**src/rtl/fixed_absmax_quantizer_int8_if.sv**
```systemverilog
// Stream bundle for the absmax int8 quantizer: input beat channel and quantized output channel.
// data_out_outlier exists only when QUANT_OUTLIER_FLAG_EN is defined.
interface fixed_absmax_quantizer_int8_if #(
    parameter int IN_WIDTH      = 16,
    parameter int IN_SIZE       = 4,
    parameter int OUT_WIDTH     = 8,
    parameter int MAX_NUM_WIDTH = 16
);
    logic [IN_SIZE*IN_WIDTH-1:0]  data_in;
    logic                         data_in_valid;
    logic                         data_in_ready;
    logic [IN_SIZE*OUT_WIDTH-1:0] data_out;
    logic [MAX_NUM_WIDTH-1:0]     data_out_max_num;
    logic                         data_out_valid;
    logic                         data_out_ready;
`ifdef QUANT_OUTLIER_FLAG_EN
    logic                         data_out_outlier;
`endif

    modport slave (
        input  data_in,
        input  data_in_valid,
        output data_in_ready,
        output data_out,
        output data_out_max_num,
        output data_out_valid,
`ifdef QUANT_OUTLIER_FLAG_EN
        output data_out_outlier,
`endif
        input  data_out_ready
    );

    modport master (
        output data_in,
        output data_in_valid,
        input  data_in_ready,
        input  data_out,
        input  data_out_max_num,
        input  data_out_valid,
`ifdef QUANT_OUTLIER_FLAG_EN
        input  data_out_outlier,
`endif
        output data_out_ready
    );
endinterface

```
**src/rtl/fixed_absmax_quantizer_int8.sv**
```systemverilog
// Vector-wise absmax int8 quantizer: buffer a vector, divide QMAX by its absmax, stream int8 beats.
// Optional QUANT_OUTLIER_FLAG_EN adds a registered absmax >= OUTLIER_THRESHOLD flag per vector.
module fixed_absmax_quantizer_int8 #(
    parameter int IN_WIDTH          = 16,
    parameter int IN_FRAC_WIDTH     = 8,
    parameter int IN_SIZE           = 4,
    parameter int IN_DEPTH          = 3,
    parameter int OUT_WIDTH         = 8,
    parameter int RECIP_FRAC_WIDTH  = 16,
    parameter int MAX_NUM_WIDTH     = 16,
    parameter int OUTLIER_THRESHOLD = 2 ** (IN_WIDTH - 2)
) (
    input logic                          clk,
    input logic                          rst,
    fixed_absmax_quantizer_int8_if.slave bus
);
    localparam int QMAX       = 2 ** (OUT_WIDTH - 1) - 1;
    localparam int QW         = OUT_WIDTH - 1 + RECIP_FRAC_WIDTH;
    localparam int DIV_CYCLES = QW;
    localparam int BCW        = $clog2(IN_DEPTH + 1);
    localparam int DCW        = $clog2(DIV_CYCLES);
    localparam int PW         = IN_WIDTH + QW + 1;

    localparam logic [1:0] S_FILL = 2'd0;
    localparam logic [1:0] S_DIV  = 2'd1;
    localparam logic [1:0] S_EMIT = 2'd2;

    localparam logic [QW-1:0]                DIVIDEND = QW'(QMAX) << RECIP_FRAC_WIDTH;
    localparam logic signed [PW-1:0]         QMAX_P   = PW'(QMAX);
    localparam logic signed [PW-1:0]         QMIN_P   = -QMAX_P;
    localparam logic signed [OUT_WIDTH-1:0]  QMAX_O   = OUT_WIDTH'(QMAX);
    localparam logic signed [OUT_WIDTH-1:0]  QMIN_O   = -QMAX_O;

    // The ratio x/absmax is independent of the binary point, so IN_FRAC_WIDTH only bounds-checks.
    if (MAX_NUM_WIDTH < IN_WIDTH || IN_FRAC_WIDTH > IN_WIDTH ||
        OUTLIER_THRESHOLD > 2 ** IN_WIDTH) begin : g_bad_cfg
        $error("fixed_absmax_quantizer_int8: inconsistent parameters");
    end

    function automatic logic [IN_WIDTH-1:0] abs_val(input logic signed [IN_WIDTH-1:0] x);
        logic signed [IN_WIDTH-1:0] neg;
        neg = -x;
        return x[IN_WIDTH-1] ? $unsigned(neg) : $unsigned(x);
    endfunction

    function automatic logic signed [PW-1:0] round_half_up(input logic signed [PW-1:0] p);
        logic signed [PW-1:0] half;
        half = '0;
        half[RECIP_FRAC_WIDTH-1] = 1'b1;
        return (p + half) >>> RECIP_FRAC_WIDTH;
    endfunction

    function automatic logic signed [OUT_WIDTH-1:0] saturate(input logic signed [PW-1:0] v);
        if (v > QMAX_P)      return QMAX_O;
        else if (v < QMIN_P) return QMIN_O;
        else                 return v[OUT_WIDTH-1:0];
    endfunction

    function automatic logic signed [OUT_WIDTH-1:0] quant_lane(input logic signed [IN_WIDTH-1:0] x,
                                                               input logic [QW-1:0] r);
        logic signed [PW-1:0] prod;
        prod = PW'(x) * PW'($signed({1'b0, r}));
        return saturate(round_half_up(prod));
    endfunction

    logic [1:0]                   state_q, state_d;
    logic [BCW-1:0]               beat_cnt_q, beat_cnt_d;
    logic [BCW-1:0]               emit_cnt_q, emit_cnt_d;
    logic [DCW-1:0]               div_cnt_q, div_cnt_d;
    logic [IN_WIDTH-1:0]          absmax_q, absmax_d;
    logic [IN_WIDTH-1:0]          rem_q, rem_d;
    logic [QW-1:0]                quo_q, quo_d;
    logic [IN_SIZE*OUT_WIDTH-1:0] data_q, data_d;
    logic [MAX_NUM_WIDTH-1:0]     max_q, max_d;
    logic                         vld_q, vld_d;
    logic [IN_SIZE*IN_WIDTH-1:0]  buf_q [IN_DEPTH];

    logic [IN_WIDTH-1:0]          beat_max;
    logic [IN_WIDTH-1:0]          absmax_nxt;
    logic [IN_WIDTH:0]            rem_shift;
    logic                         rem_ge;
    logic                         in_fire;

`ifdef QUANT_OUTLIER_FLAG_EN
    localparam logic [IN_WIDTH:0] OUTLIER_THR = (IN_WIDTH + 1)'(OUTLIER_THRESHOLD);
    logic                         outlier_q, outlier_d;
`endif

    assign in_fire = (state_q == S_FILL) && bus.data_in_valid;

    // Running absmax including the beat currently offered.
    always_comb begin
        beat_max = '0;
        for (int i = 0; i < IN_SIZE; i++) begin
            if (abs_val(bus.data_in[i*IN_WIDTH +: IN_WIDTH]) > beat_max)
                beat_max = abs_val(bus.data_in[i*IN_WIDTH +: IN_WIDTH]);
        end
        absmax_nxt = (beat_max > absmax_q) ? beat_max : absmax_q;
    end

    // One restoring-division step: remainder stays below absmax, so IN_WIDTH bits suffice.
    always_comb begin
        rem_shift = {rem_q, quo_q[QW-1]};
        rem_ge    = (rem_shift >= {1'b0, absmax_q});
    end

    always_comb begin
        state_d    = state_q;
        beat_cnt_d = beat_cnt_q;
        emit_cnt_d = emit_cnt_q;
        div_cnt_d  = div_cnt_q;
        absmax_d   = absmax_q;
        rem_d      = rem_q;
        quo_d      = quo_q;
        data_d     = data_q;
        max_d      = max_q;
        vld_d      = vld_q;
`ifdef QUANT_OUTLIER_FLAG_EN
        outlier_d  = outlier_q;
`endif
        case (state_q)
            S_FILL: begin
                if (in_fire) begin
                    absmax_d = absmax_nxt;
                    if (beat_cnt_q == BCW'(IN_DEPTH - 1)) begin
                        beat_cnt_d = '0;
                        div_cnt_d  = '0;
                        rem_d      = '0;
`ifdef QUANT_OUTLIER_FLAG_EN
                        outlier_d  = ({1'b0, absmax_nxt} >= OUTLIER_THR);
`endif
                        if (absmax_nxt == '0) begin
                            quo_d   = '0;
                            state_d = S_EMIT;
                        end else begin
                            quo_d   = DIVIDEND;
                            state_d = S_DIV;
                        end
                    end else begin
                        beat_cnt_d = beat_cnt_q + BCW'(1);
                    end
                end
            end
            S_DIV: begin
                rem_d     = rem_ge ? IN_WIDTH'(rem_shift - {1'b0, absmax_q}) : rem_shift[IN_WIDTH-1:0];
                quo_d     = {quo_q[QW-2:0], rem_ge};
                div_cnt_d = div_cnt_q + DCW'(1);
                if (div_cnt_q == DCW'(DIV_CYCLES - 1)) begin
                    div_cnt_d = '0;
                    state_d   = S_EMIT;
                end
            end
            S_EMIT: begin
                // Output register refills when empty or when the held beat is taken.
                if (!vld_q || bus.data_out_ready) begin
                    if (emit_cnt_q != BCW'(IN_DEPTH)) begin
                        for (int i = 0; i < IN_SIZE; i++)
                            data_d[i*OUT_WIDTH +: OUT_WIDTH] =
                                quant_lane(buf_q[emit_cnt_q][i*IN_WIDTH +: IN_WIDTH], quo_q);
                        max_d      = MAX_NUM_WIDTH'(absmax_q);
                        vld_d      = 1'b1;
                        emit_cnt_d = emit_cnt_q + BCW'(1);
                    end else begin
                        vld_d      = 1'b0;
                        emit_cnt_d = '0;
                        absmax_d   = '0;
`ifdef QUANT_OUTLIER_FLAG_EN
                        outlier_d  = 1'b0;
`endif
                        state_d    = S_FILL;
                    end
                end
            end
            default: state_d = S_FILL;
        endcase
    end

    always_ff @(posedge clk or negedge rst) begin
        if (!rst) begin
            state_q    <= S_FILL;
            beat_cnt_q <= '0;
            emit_cnt_q <= '0;
            div_cnt_q  <= '0;
            absmax_q   <= '0;
            data_q     <= '0;
            max_q      <= '0;
            vld_q      <= 1'b0;
`ifdef QUANT_OUTLIER_FLAG_EN
            outlier_q  <= 1'b0;
`endif
        end else begin
            state_q    <= state_d;
            beat_cnt_q <= beat_cnt_d;
            emit_cnt_q <= emit_cnt_d;
            div_cnt_q  <= div_cnt_d;
            absmax_q   <= absmax_d;
            data_q     <= data_d;
            max_q      <= max_d;
            vld_q      <= vld_d;
`ifdef QUANT_OUTLIER_FLAG_EN
            outlier_q  <= outlier_d;
`endif
        end
    end

    // Vector buffer and divider datapath carry no reset; they are always loaded before use.
    always_ff @(posedge clk) begin
        if (in_fire)
            buf_q[beat_cnt_q] <= bus.data_in;
        rem_q <= rem_d;
        quo_q <= quo_d;
    end

    assign bus.data_in_ready    = (state_q == S_FILL);
    assign bus.data_out         = data_q;
    assign bus.data_out_max_num = max_q;
    assign bus.data_out_valid   = vld_q;
`ifdef QUANT_OUTLIER_FLAG_EN
    assign bus.data_out_outlier = vld_q & outlier_q;
`endif
endmodule

```
**src/flat_wrapper.sv**
```systemverilog
// flat-port wrapper written by rule: the top's interface ports become plain ports
module fixed_absmax_quantizer_int8_flat 
#(
    parameter int IN_WIDTH          = 16,
    parameter int IN_FRAC_WIDTH     = 8,
    parameter int IN_SIZE           = 4,
    parameter int IN_DEPTH          = 3,
    parameter int OUT_WIDTH         = 8,
    parameter int RECIP_FRAC_WIDTH  = 16,
    parameter int MAX_NUM_WIDTH     = 16,
    parameter int OUTLIER_THRESHOLD = 2 ** (IN_WIDTH - 2)
)
  (clk, rst, bus_data_in, bus_data_in_valid, bus_data_in_ready, bus_data_out, bus_data_out_max_num, bus_data_out_valid, bus_data_out_ready);
  fixed_absmax_quantizer_int8_if #(.IN_WIDTH(IN_WIDTH), .IN_SIZE(IN_SIZE), .OUT_WIDTH(OUT_WIDTH), .MAX_NUM_WIDTH(MAX_NUM_WIDTH)) bus_i ();
  input logic clk;
  input logic rst;
  input wire logic [$bits(bus_i.data_in)-1:0] bus_data_in;
  input wire logic [$bits(bus_i.data_in_valid)-1:0] bus_data_in_valid;
  output wire logic [$bits(bus_i.data_in_ready)-1:0] bus_data_in_ready;
  output wire logic [$bits(bus_i.data_out)-1:0] bus_data_out;
  output wire logic [$bits(bus_i.data_out_max_num)-1:0] bus_data_out_max_num;
  output wire logic [$bits(bus_i.data_out_valid)-1:0] bus_data_out_valid;
  input wire logic [$bits(bus_i.data_out_ready)-1:0] bus_data_out_ready;
  assign bus_i.data_in = bus_data_in;
  assign bus_i.data_in_valid = bus_data_in_valid;
  assign bus_data_in_ready = bus_i.data_in_ready;
  assign bus_data_out = bus_i.data_out;
  assign bus_data_out_max_num = bus_i.data_out_max_num;
  assign bus_data_out_valid = bus_i.data_out_valid;
  assign bus_i.data_out_ready = bus_data_out_ready;
  fixed_absmax_quantizer_int8 #(.IN_WIDTH(IN_WIDTH), .IN_FRAC_WIDTH(IN_FRAC_WIDTH), .IN_SIZE(IN_SIZE), .IN_DEPTH(IN_DEPTH), .OUT_WIDTH(OUT_WIDTH), .RECIP_FRAC_WIDTH(RECIP_FRAC_WIDTH), .MAX_NUM_WIDTH(MAX_NUM_WIDTH), .OUTLIER_THRESHOLD(OUTLIER_THRESHOLD)) u_core (.clk(clk), .rst(rst), .bus(bus_i));
endmodule
```
**config.mk**
```make
export PLATFORM = sky130hd
export DESIGN_NAME = fixed_absmax_quantizer_int8_flat
export DESIGN_NICKNAME = d
export VERILOG_FILES = /design/src/rtl/fixed_absmax_quantizer_int8_if.sv /design/src/rtl/fixed_absmax_quantizer_int8.sv /design/src/flat_wrapper.sv
export SDC_FILE = /design/constraint.sdc
export NUM_CORES = 2
export LEC_CHECK = 0
export BUFFER_PORTS_ARGS = -buffer_cell sky130_fd_sc_hd__buf_2
export CORE_UTILIZATION = 60
export DETAILED_ROUTE_END_ITERATION = 8
export PLACE_DENSITY = 0.77
export SLEW_MARGIN = 10
export SYNTH_ARGS = -nofsm -noshare
export SYNTH_HDL_FRONTEND = slang
export SYNTH_SLANG_ARGS = --single-unit
```
**constraint.sdc**
```tcl
create_clock -name clk -period 11.59 [get_ports clk]
set_input_delay 2.318 -clock clk [delete_from_list [all_inputs] [get_ports clk]]
set_output_delay 2.318 -clock clk [all_outputs]
set_load 0.01 [all_outputs]
```
---- Yosys cells after proc, flatten, opt, wreduce, memory -nomap -nowiden ----
Memories as Yosys holds them, arrays and structs flattened.
Cells that the tools add are included.
word-level totals
  memories kept ........................... 1
  bits in registers ....................... 115
  output and inout bits ................... 50
  input port bits ......................... 68
  memory bits (writable) .................. 192
  logic and storage cells ................. 109
memories
  name          words  bits a word  read ports  clocked after memory_dff  write ports  line                               source
  u_core.buf_q  3      64           1           0                         1            fixed_absmax_quantizer_int8.sv:76  logic [IN_SIZE*IN_WIDTH-1:0] buf_q [IN_DEPTH];
cells by class
  equality and inequality tests ........... 10
  mux-type cells .......................... 45
  reduce and logical (&&, ||, !) cells .... 13
  add/sub/neg operators ................... 12
  $lt $le $gt $ge ......................... 14
  $mul .................................... 4
operators by type and width
  operator                                                                  number
  16-bit two-way mux                                                        15
  40-bit by 17-bit adder with 40-bit output (second input constant)         4
  16-bit by 24-bit multiplier with 40-bit output                            4
  24-bit by 8-bit > comparator with 1-bit output (second input constant)    4
  24-bit by 8-bit < comparator with 1-bit output (second input constant)    4
  23-bit two-way mux                                                        3
  16-bit > comparator                                                       4
  8-bit two-way mux                                                         8
  16-bit negator                                                            4
  16-bit case mux with 2 select lines                                       2
  23-bit case mux with 2 select lines                                       1
  17-bit by 16-bit >= comparator with 1-bit output                          1
  16-bit by 1-bit > comparator with 1-bit output (second input constant)    1
  16-bit logical NOT                                                        1
  2-bit two-way mux                                                         8
  16-bit subtractor                                                         1
  5-bit two-way mux                                                         3
  5-bit case mux with 2 select lines                                        1
  2-bit by 1-bit inequality test with 1-bit output (second input constant)  4
  2-bit case mux with 3 select lines                                        1
  3-bit AND reduction                                                       2
  5-bit by 1-bit adder with 5-bit output (second input constant)            1
  5-bit == test (second input constant)                                     1
  5-bit AND reduction                                                       1
  other kinds (12)                                                          19

---- Logic depth before layout (Yosys ltp) ----
  word-level depth ........................ 17
  depth in mapped cells ................... 56
  mapped depth without buffers ............ 50

---- Least setup slack after synthesis ----
No wires, ideal clock.
  path type ............................... in2reg
  start point ............................. input bus_data_in[1]
  end point ............................... register u_core.quo_q[17], data pin
  data required time ...................... 11,336 ps
  stages .................................. 52
  arrival ................................. 13,734 ps
  path slack .............................. -2,398 ps
  cell sequence ........................... inv_1 > ha_1 > or4b_4 > o41ai_1 > xor2_1 > nand3_1 > or4_4 > and2_1 > ha_1 > nand4_1 > nor4_1 > a21o_1 > clkbuf_1 > clkbuf_1 > o21ai_0 > ha_1 > nand4_1 > or2_2 > (+16 left out) > clkbuf_1 > clkbuf_1 > o21ai_0 > ha_1 > nor2b_1 > o21a_1 > o21a_1 > o21a_1 > o21a_1 > o21ai_0 > a21oi_1 > o41ai_1 > clkbuf_1 > nand3_1 > o21a_1 > nor4_1 > nand4_2 > o21a_1
on the way
  word-level cells in the longest chain between the ends .. 17
RTL lines
  what                                            line                                source
  start, declared                                 flat_wrapper.sv:17                  input wire logic [$bits(bus_i.data_in)-1:0] bus_data_in;
  16-bit negator                                  fixed_absmax_quantizer_int8.sv:42   neg = -x;
  16-bit two-way mux *                            fixed_absmax_quantizer_int8.sv:43   return x[IN_WIDTH-1] ? $unsigned(neg) : $unsigned(x);
  16-bit by 1-bit > comparator with 1-bit output  fixed_absmax_quantizer_int8.sv:95   if (abs_val(bus.data_in[i*IN_WIDTH +: IN_WIDTH]) > beat_max)
  16-bit two-way mux *                            fixed_absmax_quantizer_int8.sv:95
  16-bit > comparator                             fixed_absmax_quantizer_int8.sv:95
  16-bit two-way mux *                            fixed_absmax_quantizer_int8.sv:95
  16-bit > comparator                             fixed_absmax_quantizer_int8.sv:95
  16-bit two-way mux *                            fixed_absmax_quantizer_int8.sv:95
  (+2 left out)                                   --
  16-bit > comparator                             fixed_absmax_quantizer_int8.sv:98   absmax_nxt = (beat_max > absmax_q) ? beat_max : absmax_q;
  16-bit two-way mux *                            fixed_absmax_quantizer_int8.sv:98
  16-bit logical NOT *                            fixed_absmax_quantizer_int8.sv:132  if (absmax_nxt == '0) begin
  23-bit two-way mux *                            fixed_absmax_quantizer_int8.sv:132
  23-bit two-way mux *                            fixed_absmax_quantizer_int8.sv:125  if (beat_cnt_q == BCW'(IN_DEPTH - 1)) begin
  23-bit two-way mux *                            fixed_absmax_quantizer_int8.sv:123  if (in_fire) begin
  23-bit case mux with 2 select lines *           fixed_absmax_quantizer_int8.sv:121  case (state_q)
  via u_core.quo_d[17]                            fixed_absmax_quantizer_int8.sv:72   logic [QW-1:0] quo_q, quo_d;
  end signal, assigned                            fixed_absmax_quantizer_int8.sv:211  quo_q <= quo_d;
  end, declared                                   fixed_absmax_quantizer_int8.sv:72
Mark *: on every way through the listed nets, which the timed path passes. The rest lies on a longest branch. The select of a mux whose other input is x is not followed.
A chain may end at the register's enable or synchronous reset.

---- Worst setup path in the final report ----
  start point ............................. input bus_data_in[1]
  end point ............................... register u_core.quo_q[19], data pin
The elaborated chain is that of the path after synthesis.

==> flow_summary.yaml <==
sta:
  worst_slew_pin_slew_ps: 1210
  postLayoutSetupSlackWorst_ps: -72.5
  hold_viol: 0
  fin_crit_ps: 11660
  fin_skew_ps: 31.4
  setup_viol: 8
  rsz0062_at_grt: "true"
  slew_headroom_pct: 19.1
  max_freq_ghz: 0.0857
  maxSlewViolCount: 0
  fin_crit_sh_pct: 101
detailed_routing:
  wl_per_cell_um: 19.2
  postRouteAntennaNets: 0
  detail_route.iter0.violations: 3571
  drc_errors: 0
  via_per_inst: 5.71
  vias: 48300
  wirelength_um: 162000
  drtPass1Iterations: 7
yosys:
  synthArstFlopShare_pct: 24.8
  synth-compound-area-share_pct: 6.92
  synth.yosys.seq_area_share_pct: 13.9
  synth_top_family_by_area: "adder cells"
  synth_fa_ha_area_share_pct: 48.8
  post_synth_and_or_nand_nor_area_fraction_pct: 16.4
  synthesis.nets: 8786
  ys.flop_type: "edfxtp_1"
  synthCells: 6932
  synth_mux_area_share_pct: 1.45
  ys_warn_count: 0
  synth-seq-cells: 307
  synth_cell_type_count: 85
  synth_xor_area_share_pct: 2.10
  syn_avg_cell_area_um2: 9.19
  synth-edff-count: 231
  syn_area_mm2: 0.0637
cts:
  cts_tree: "built"
  htree_levels: 2
  clock-sinks: 307
  cts_buffer_depth: 3
  cts_buffers: 34
  clkTransAtPathRegs_ps: 70
  clk_latency_ps: 600
  root_buffer: "clkbuf_16"
  cts_hold_buf: 0
worst_setup_path:
  cp-end-kind: "flop"
  cp-start-kind: "primary input"
  path_class: "in2reg"
  crit_fanout: 7
  path_common_cell: "o21a_1"
  worstRegToRegCells: 27
  worstPathRequired_ps: 11920
  max_stage_delay_ps: 560
  cp_data_arrival_time_ps: 12000
  crit_path_top_delay_cell: "or4_4"
  r2r_slack_ps: 1340
status:
  status: "finished with violations"
  violations: "setup timing"
floorplanning:
  die_width_um: 328
  fp.coreArea_mm2: 0.105
  ioPinCount: 118
  rows: 119
  fp.dieH_um: 328
  start_util_pct: 60.5
  dieArea_mm2: 0.107
finish:
  mostFrequentLayoutCells: "inv_1 (1,406), fa_1 (1,165), nand2_1 (1,021)"
  area_growth_pct: 8.65
  post_route_cells_drive_above_1_share_pct: 10.5
  nets: 8905
  final_common_cell: "inv_1"
  layoutNonFillerInstCount: 8468
  n_antenna_cell: 0
global_routing:
  grt_max_degree: 79
  grt_first_pass_wirelength_um: 268000
  grt_pass1_vias: 51700
  grt_usage_pct: 31.6
  antenna_found_initial: 2
  overflow: 0
place:
  placed_cells: 8376
  pre_cts_ws_ps: -1020
  gp_congestion: 0.927
  io_buffer_count: 117
  dp_hpwl_um: 125000
hold_path:
  min_path_type: "reg2reg"
  hold_depth: 2
run:
  maxCapViolCount: 0
[routing by layer]
metal	wire, µm	track usage, %	part of all wire, %	vias up
met1	64400	41.3	40	24300
met2	78800	53.4	49	1974
met5	13	0	0.0080	-
li1	-	-	-	21600
met4	6420	11.7	4.0	2
met3	12800	4.60	7.9	379
[cells in the mapped netlist, types with 24 or more instances]
cell | number | area share [%]
a21o_1 | 72 | 0.85
a21oi_1 | 153 | 1.2
and2_1 | 275 | 2.7
clkbuf_1 | 347 | 2.0
dfrtp_1 | 76 | 3.0
edfxtp_1 | 231 | 11
fa_1 | 1165 | 37
ha_1 | 621 | 12
inv_1 | 1411 | 8.3
mux2i_1 | 82 | 1.3
nand2_1 | 1023 | 6.0
nand2b_1 | 55 | 0.54
nand3_1 | 43 | 0.34
nand4_1 | 39 | 0.38
nor2_1 | 179 | 1.1
nor2b_1 | 292 | 2.9
nor3_1 | 37 | 0.29
nor4_1 | 27 | 0.27
o21a_1 | 44 | 0.52
o21ai_0 | 174 | 1.4
or2_2 | 95 | 0.93
or3_1 | 24 | 0.24
xnor2_1 | 84 | 1.2
xor2_1 | 67 | 0.92
[path summary, 6_finish.rpt]
check / startpoint / endpoint
setup / recovery: bus_data_in[1] / u_core.quo_q[19]$_DFFE_PP_
hold / removal: u_core.bus.data_out_max_num[0]$_DFFE_PN0P_ / u_core.bus.data_out_max_num[0]$_DFFE_PN0P_
max in group asynchronous: rst / u_core.emit_cnt_q[1]$_DFFE_PN0P_
min in group asynchronous: rst / u_core.bus.data_out[1]$_DFFE_PN0P_
setup reg to reg: u_core.emit_cnt_q[0]$_DFFE_PN0P_ / u_core.bus.data_out[22]$_DFFE_PN0P_
hold reg to reg: u_core.bus.data_out_max_num[0]$_DFFE_PN0P_ / u_core.bus.data_out_max_num[0]$_DFFE_PN0P_
[worst max-delay path: cells and delay by family]
kind / cells / cell delay [ps]
AND/OR/NAND/NOR: 14 / 2780
adder cells (fa/ha/maj): 4 / 1070
buffers and inverters: 8 / 1160
AO/OA/AOI/OAI: 21 / 3900
XOR/XNOR: 1 / 270
multiplexers: 2 / 470
[registers in the layout, indices dropped and copies added (netlist names)]
name and cells:
u_core.absmax_q 16, u_core.emit_cnt_q 2, u_core.bus.data_out 32, u_core.buf_q 192, u_core.beat_cnt_q 2, u_core.quo_q 23
u_core.bus.data_out_valid 1, u_core.bus.data_out_max_num 16, u_core.rem_q 16, u_core.state_q 2, u_core.div_cnt_q 5
[metrics by stage]
step | setup TNS, ps | util, % | instance area [µm²] | hold WS [ps]
global route | -5590 | 65.8 | 69200 | 506
global placement | -18260 | 64.0 | 67400 | 454
detailed placement | -19610 | 64.0 | 67400 | 462
CTS | -268 | 65.5 | 69000 | 481
floorplan | -11460 | - | 64000 | 450
finish | -437 | 65.8 | 69200 | 474
[repair_timing]
item,CTS,global route
pin swaps,25,14
setup endpoints to repair,21,25
buffers inserted,18,12
resized for setup,47,28
[area by class of cell]
class                           instances  area (µm²)
Tap cell                             1391        1740
Fill cell                            8300       36000
Inverter                             1411        5300
Multi-Input combinational cell       4858       49000
Clock inverter                         25         339
Sequential cell                       307        8850
Clock buffer                           37         872
Timing Repair Buffer                  439        3110
[logic make-up after synthesis]
family / after synthesis
AND/OR/NAND/NOR: 2153
adder cells (fa/ha/maj): 1787
buffers and inverters: 1767
AO/OA/AOI/OAI: 675
flip-flops: 307
XOR/XNOR: 152
multiplexers: 91
Power is not shown: default switching activity piles up to over one toggle a cycle in this logic, so the estimate is an artifact.
